File: src/rtl/wb_arbiter_pkg.sv
// Shared execution-side writeback definitions: unit indices, exception codes,
// polarity constants and the default-width writeback record.
package wb_arbiter_pkg;

    localparam int unsigned EXE_UNITS     = 4;
    localparam int unsigned DATA_WIDTH    = 32;
    localparam int unsigned ROB_DEPTH_DEF = 32;
    localparam int unsigned REG_ADDR_W    = 5;
    localparam int unsigned EXP_CODE_W    = 4;

    // Active-low strobes throughout the exe interfaces
    localparam logic ENABLE_  = 1'b0;
    localparam logic DISABLE_ = 1'b1;

    typedef enum logic [1:0] {
        UNIT_IDX_ALU = 2'd0,
        UNIT_IDX_BR  = 2'd1,
        UNIT_IDX_MDU = 2'd2,
        UNIT_IDX_MEM = 2'd3
    } unit_idx_t;

    typedef enum logic [EXP_CODE_W-1:0] {
        EXP_NONE          = 4'd0,
        EXP_I_MISS_ALIGN  = 4'd1,
        EXP_I_FAULT       = 4'd2,
        EXP_ILLEGAL_INST  = 4'd3,
        EXP_LD_MISS_ALIGN = 4'd4,
        EXP_ST_MISS_ALIGN = 4'd5
    } exp_code_t;

    typedef struct packed {
        logic [REG_ADDR_W-1:0]            rd;
        logic [DATA_WIDTH-1:0]            data;
        logic [$clog2(ROB_DEPTH_DEF)-1:0] rob_id;
        logic                             exp_;
        logic [EXP_CODE_W-1:0]            exp_code;
        logic                             pred_miss_;
        logic                             jump_miss_;
    } wb_req_t;

endpackage

File: src/rtl/wb_arbiter_rr.sv
// Round-robin arbiter: one-hot grant starting the scan at a pointer that moves
// past each winner when updates are enabled. Reused for issue-side select.
module rr_arbiter #(
    parameter int unsigned N = 4
) (
    input  logic         clk,
    input  logic         reset,
    input  logic         en,
    input  logic [N-1:0] req,
    output logic [N-1:0] gnt
);

    localparam int unsigned PW = (N > 1) ? $clog2(N) : 1;

    logic [PW-1:0] ptr;
    logic [PW-1:0] winner;
    logic [PW-1:0] idx;
    logic          found;

    always_comb begin
        gnt    = '0;
        winner = ptr;
        idx    = '0;
        found  = 1'b0;
        for (int unsigned i = 0; i < N; i++) begin
            idx = PW'((32'(ptr) + i) % N);
            if (!found && req[idx]) begin
                found    = 1'b1;
                winner   = idx;
                gnt[idx] = 1'b1;
            end
        end
    end

    always_ff @(posedge clk) begin
        if (reset) begin
            ptr <= '0;
        end else if (en && found) begin
            ptr <= (winner == PW'(N - 1)) ? '0 : winner + PW'(1);
        end
    end

endmodule

File: src/rtl/wb_arbiter.sv
// Writeback bus arbiter: picks one execution unit per cycle, drives the early
// wakeup combinationally and the full writeback payload one cycle later.
module wb_arbiter
    import wb_arbiter_pkg::*;
#(
    parameter int unsigned UNITS     = EXE_UNITS,
    parameter int unsigned DATA      = DATA_WIDTH,
    parameter int unsigned ROB_DEPTH = ROB_DEPTH_DEF,
    localparam int unsigned ROB      = $clog2(ROB_DEPTH),
    localparam int unsigned RW       = REG_ADDR_W,
    localparam int unsigned EW       = EXP_CODE_W
) (
    input  logic                  clk,
    input  logic                  reset,
    input  logic                  flush_,
    input  logic [UNITS-1:0]      req_e_,
    input  logic [UNITS*RW-1:0]   req_rd,
    input  logic [UNITS*DATA-1:0] req_data,
    input  logic [UNITS*ROB-1:0]  req_rob_id,
    input  logic [UNITS-1:0]      req_exp_,
    input  logic [UNITS*EW-1:0]   req_exp_code,
    input  logic [UNITS-1:0]      req_pred_miss_,
    input  logic [UNITS-1:0]      req_jump_miss_,
    output logic [UNITS-1:0]      gnt,
    output logic                  pre_wb_e_,
    output logic [RW-1:0]         pre_wb_rd,
    output logic                  wb_e_,
    output logic [RW-1:0]         wb_rd,
    output logic [DATA-1:0]       wb_data,
    output logic [ROB-1:0]        wb_rob_id,
    output logic                  wb_exp_,
    output logic [EW-1:0]         wb_exp_code,
    output logic                  wb_pred_miss_,
    output logic                  wb_jump_miss_,
    output logic [UNITS-1:0]      exe_busy
);

    typedef struct packed {
        logic [RW-1:0]   rd;
        logic [DATA-1:0] data;
        logic [ROB-1:0]  rob_id;
        logic            exp_;
        logic [EW-1:0]   exp_code;
        logic            pred_miss_;
        logic            jump_miss_;
    } wb_pl_t;

    logic             arb_en;
    logic [UNITS-1:0] req_act;
    wb_pl_t           sel;
    wb_pl_t           wb_q;
    logic             wb_e_q;

    // Reset and flush both hide requests, so no grant and no pointer movement
    assign arb_en  = !reset && flush_;
    assign req_act = arb_en ? ~req_e_ : '0;

    rr_arbiter #(.N(UNITS)) u_rr (
        .clk   (clk),
        .reset (reset),
        .en    (arb_en),
        .req   (req_act),
        .gnt   (gnt)
    );

    always_comb begin
        sel = '0;
        for (int unsigned u = 0; u < UNITS; u++) begin
            if (gnt[u]) begin
                sel.rd         = req_rd[u*RW +: RW];
                sel.data       = req_data[u*DATA +: DATA];
                sel.rob_id     = req_rob_id[u*ROB +: ROB];
                sel.exp_       = req_exp_[u];
                sel.exp_code   = req_exp_code[u*EW +: EW];
                sel.pred_miss_ = req_pred_miss_[u];
                sel.jump_miss_ = req_jump_miss_[u];
            end
        end
    end

    assign pre_wb_e_ = (|gnt) ? ENABLE_ : DISABLE_;
    assign pre_wb_rd = sel.rd;
    assign exe_busy  = arb_en ? (~req_e_ & ~gnt) : '0;

    // Payload holds while idle; only the strobe drops
    always_ff @(posedge clk) begin
        if (reset) begin
            wb_e_q <= DISABLE_;
            wb_q   <= '0;
            wb_q.exp_       <= DISABLE_;
            wb_q.pred_miss_ <= DISABLE_;
            wb_q.jump_miss_ <= DISABLE_;
        end else if (|gnt) begin
            wb_e_q <= ENABLE_;
            wb_q   <= sel;
        end else begin
            wb_e_q <= DISABLE_;
        end
    end

    assign wb_e_         = flush_ ? wb_e_q : DISABLE_;
    assign wb_rd         = wb_q.rd;
    assign wb_data       = wb_q.data;
    assign wb_rob_id     = wb_q.rob_id;
    assign wb_exp_       = wb_q.exp_;
    assign wb_exp_code   = wb_q.exp_code;
    assign wb_pred_miss_ = wb_q.pred_miss_;
    assign wb_jump_miss_ = wb_q.jump_miss_;

endmodule
File: config.mk
export PLATFORM = sky130hd
export DESIGN_NAME = wb_arbiter
export DESIGN_NICKNAME = d
export VERILOG_FILES = /design/src/rtl/wb_arbiter_pkg.sv /design/src/rtl/wb_arbiter_rr.sv /design/src/rtl/wb_arbiter.sv
export SDC_FILE = /design/constraint.sdc
export NUM_CORES = 1
export LEC_CHECK = 0
export ABC_AREA = 1
export ABC_CLOCK_PERIOD_IN_PS = 4300
export CAP_MARGIN = 10
export CORE_MARGIN = 2
export CORE_UTILIZATION = 38
export CTS_CLUSTER_SIZE = 40
export DETAILED_ROUTE_END_ITERATION = 6
export PLACE_DENSITY = 0.83
export SLEW_MARGIN = 10
export SYNTH_ARGS = -nofsm -noshare
export SYNTH_HDL_FRONTEND = slang
export SYNTH_HIERARCHICAL = 1
export SYNTH_SLANG_ARGS = --single-unit
File: constraint.sdc
create_clock -name clk -period 4.3 [get_ports clk]
set_clock_uncertainty 0.15 [all_clocks]
set_input_delay 0.645 -clock clk [delete_from_list [all_inputs] [get_ports clk]]
set_output_delay 0.645 -clock clk [all_outputs]
set_load 0.005 [all_outputs]
==> run summary <==
In this run the worst hold path is classified as flip-flop to flip-flop. In this run the critical register-to-register path is captured at wb_data[19]$_SDFFE_PP0N_. Relative to the synthesized area, the layout overhead comes to 70.4%.

The layout cell share with drive strength beyond 1 came out at 0.0923. The worst-case hold slack was 0.332 ns. The critical hold path startpoint is wb_data[20]$_SDFFE_PP0N_. The cell area after technology mapping was 4290 sq um. TritonCTS built the clock tree. The proportion of power drawn by flip-flops and latches was 0.179.

For the number of buffers inserted by hold repair at cts, the log shows 0. Global-route usage over all layers: 0.262. The floorplan step set the die width to 110 um.

The total power density per cell area works out to 542 nW/um^2. In this run the mean area of a mapped cell was 5.98 sq um. Setup violations remaining at the end of the flow were counted as 0.

The combinational family with the most area after synthesis is simple AND/OR/NAND/NOR gates. The relative max-transition margin came out at 0.617. The first global-routing pass estimated 25.1 mm of wire. The clock slew at the register clock pins of the worst setup and hold paths was 0.07 ns. The cell sitting at the root of the clock tree is a clkbuf_16. The flow ran to the end, and the final reports show no timing, DRC or antenna violations.

TritonCTS sink count: 52. The fraction of registers with async set or reset after synthesis was 0. The core box area is 10900 sq um.

The logs give 0.392 for the initial core utilization and 34 for the number of distinct library cells after synthesis. The floorplan step set the die height to 110 um. The via count of the first global-routing pass was 5227. The share of the cycle needed by the critical path after routing was 0.969; the net count of the finished layout was 1183. In this run the worst path has a maximum fanout of 7. After the flow finishes, the layout carries non-filler instances totaling 1115. In this run, CTS created clock tree buffers numbering 5.

At the worst endpoint, the required time is 3.50 ns. The tools report the worst hold path endpoint as wb_data[20]$_SDFFE_PP0N_. For this run the aggregate overflow at the end of global routing stands at 0.

Number of remaining DRC errors: 0. The number of placement rows is 38, and the parity-gate share of the synthesized area counting xor and xnor cells is 0. For the number of I/O pins, the log shows 267.

The kind of end point of the critical path was an output port. The worst register-to-register path begins at u_rr/ptr[1]$_SDFFE_PP0P_. Timing would allow up to 0.240 GHz. Sorting the synthesized cells by area gives the leading types as dfxtp_1 24%, nand2_1 22%, nand3_1 15%, a21oi_1 6.1%, inv_1 5.1%.

Setup repair after global routing could not meet its margin everywhere. Yosys instantiated no cell more often than nand2_1. The die covers 12200 sq um.

The multiplexer area fraction after synthesis works out to 0. The worst setup path is launched from a primary input. The flip-flop and latch count after synthesis was 52. After synthesis, the most frequently instantiated cells are 247 x nand2_1, 132 x nand3_1, 58 x inv_1, 52 x a21oi_1, 52 x dfxtp_1. The most area-hungry cell type in the Yosys netlist was dfxtp_1.

After technology mapping, the gate count stands at 718. The worst hold path passes through 2 cells. The share of synthesized cell area in and, or, nand and nor gates is 0.514.

In this run the register-to-register setup slack is 0.93 ns. The final layout contains routed wiring with a total length of 16.4 mm. The proportion of total power due to net switching came out at 0.456. Entering global routing, the biggest net connects 51 pins. The final number of hold-violating endpoints was 0. In the synthesized netlist the dominant register cell turns out to be dfxtp_1. In this run the power spent charging and discharging nets is 1810 uW. The logs give 0.132 ns for the worst path setup slack after routing and 927 for the synthesized net count.

Prior to clock tree synthesis, the placed netlist has a worst setup slack of -0.0801 ns. In this run, synthesis inferred 0 flip-flops with an integrated enable. Counting along the longest clock path gives a buffer depth of 2.

The instance area at placement came out at 7030 sq um. The clock group share of total power is 0.117. In this run, the number of DRC markers left after iteration 0 of detailed routing was 283.

The critical path in this run is classified as primary input to output port. The number of placed instances, taps included, is 1098. In the final routed layout, each cell accounts on average for 14.7 um. The final instance area was 7310 sq um; the area share of the leading cell type in the synthesized netlist was 0.243. The logs give 0 for the final antenna diode count and 0.29 ns for the clock network latency to the later pin of the worst-skew pair. The final-report max-slew violation count is 0, and the shortest period the worst path allows is 4.17 ns. For the share of total power in combinational logic, the log shows 0.704. The share of synthesized cell area in full adder, half adder and majority cells came out at 0.0175. The number of max-capacitance violations reported was 0; the placed wire-length estimate after detailed placement was 12.7 mm. The largest voltage drop on the vdd net was 540 uV; the sequential-to-total area share from yosys stat was 0.243. The analysis attributes to cell leakage a power of 0.00340 uW. The internal cell power came out at 2150 uW.

The pre-antenna-repair detailed-routing pass consisted of 4 iterations. Counting cells, the worst reg-to-reg path comes to 19. The mean number of vias per cell works out to 4.93.

At the end of routability-driven placement, the weighted congestion stood at 0.904. The count of buffers added on input and output ports is 266. STA puts the critical path data arrival time at 3.37 ns. The count of fill cells added during filler insertion came out at 995.

In this run the number of H-tree levels came out at 2. The logs give 6 for the number of warnings reported in the yosys synthesis log and 0 for the number of antenna violations at the first check in global routing. The remaining antenna violation count is 0, and the via count is 5500. The transition at the pin with the smallest max-transition slack is 0.574 ns, and the complex-gate fraction of the synthesized area is 0.0828.
## layout by cell type, fill, tap and decap left out, drive strengths merged
cell,netlist,final
clkbuf,9,5
inv,64,64
nor2,27,27
clkinv,2,3
nand3b,3,3
buf,44,36
a31oi,1,1
clkdlybuf4s50,0,266
o21ai,7,7
a21oi,52,52
nand4,1,1
a221oi,1,1
nor3,4,4
o2111ai,1,1
ha,6,6
clkinvlp,0,1
or2,39,39
bufinv,0,1
o22ai,1,1
o211ai,4,4
nand3,143,143
nand2,257,257
dfxtp,52,52
## power groups by stage
stage | sequential (uW) | clock [uW] | combinational, uW
after global routing | 726 | 495 | 3130
final | 710 | 464 | 2790
after floorplan | 725 | 0 | 1810
after global placement | 714 | 0 | 2690
after CTS | 709 | 477 | 2770
after detailed placement | 718 | 0 | 2730
## cell families after synthesis
| kind of cell | count (synthesis) |
|---|---|
| AO/OA/AOI/OAI | 67 |
| adder cells (fa/ha/maj) | 6 |
| buffers and inverters | 119 |
| flip-flops | 52 |
| AND/OR/NAND/NOR | 474 |
## layout make-up
class	instances	area [sq um]	share of cell area
clock inverter	3	42.5	0.00582
multi-input combinational	547	2730	0.374
tap	140	175	0.0240
sequential	52	1040	0.143
clock buffer	5	125	0.0171
timing repair buffer	302	2930	0.401
inverter	66	260	0.0356
## worst max path at each step
stage	from	to	slack, ns	cells past startpoint
floorplan	reset	pre_wb_rd[3]	0.68	17
global placement	flush_	pre_wb_rd[1]	0.05	14
detailed placement	reset	pre_wb_rd[1]	-0.08	15
CTS	reset	pre_wb_rd[1]	0.03	16
global route	reset	exe_busy[2]	-0.0001	16
finish	reset	exe_busy[2]	0.13	16
## timing repair
| item | 4_1_cts | 5_1_grt |
|---|---|---|
| resized for setup | 5 | 8 |
| setup buffers | 4 | 5 |
| setup endpoints to repair | 7 | 10 |
| pin swaps | 2 | 3 |
## critical path, stage by stage
cell and delay, ns:
clkdlybuf4s50_1 0.49, clkinv_1 0.12, nand2_4 0.14, nor2_4 0.05
nand2_1 0.09, nand2_1 0.08, nand2_1 0.07, nand2_2 0.08
nand4_4 0.17, inv_2 0.07, nand2_1 0.10, o2111ai_4 0.16
buf_4 0.19, buf_4 0.15, nor3_1 0.23, clkdlybuf4s50_1 0.55
## state kept, by name (all words and copies together) (netlist names)
signal / cells
wb_e_q: 1
wb_rd: 5
wb_exp_: 1
wb_jump_miss_: 1
wb_rob_id: 5
wb_pred_miss_: 1
wb_data: 32
wb_exp_code: 4
u_rr/ptr: 2
## through the flow
stage	power [uW]	util	setup TNS, ns
3_3_place_gp	3400	0.643	0
5_1_grt	4350	0.669	-0.000105
4_1_cts	3960	0.663	0
2_1_floorplan	2540	-	0
3_5_place_dp	3450	0.643	-0.241
6_report	3960	0.669	0
## per-layer routing
| layer | GRT usage | up-vias | share of wire |
|---|---|---|---|
| li1 | - | 2790 | - |
| met1 | 0.292 | 2442 | 0.39 |
| met2 | 0.477 | 238 | 0.49 |
| met3 | 0.0723 | 30 | 0.097 |
| met4 | 0.0929 | 0 | 0.025 |
| met5 | 0 | - | 0 |
No activity file was read; power rests on OpenSTA's default activity.
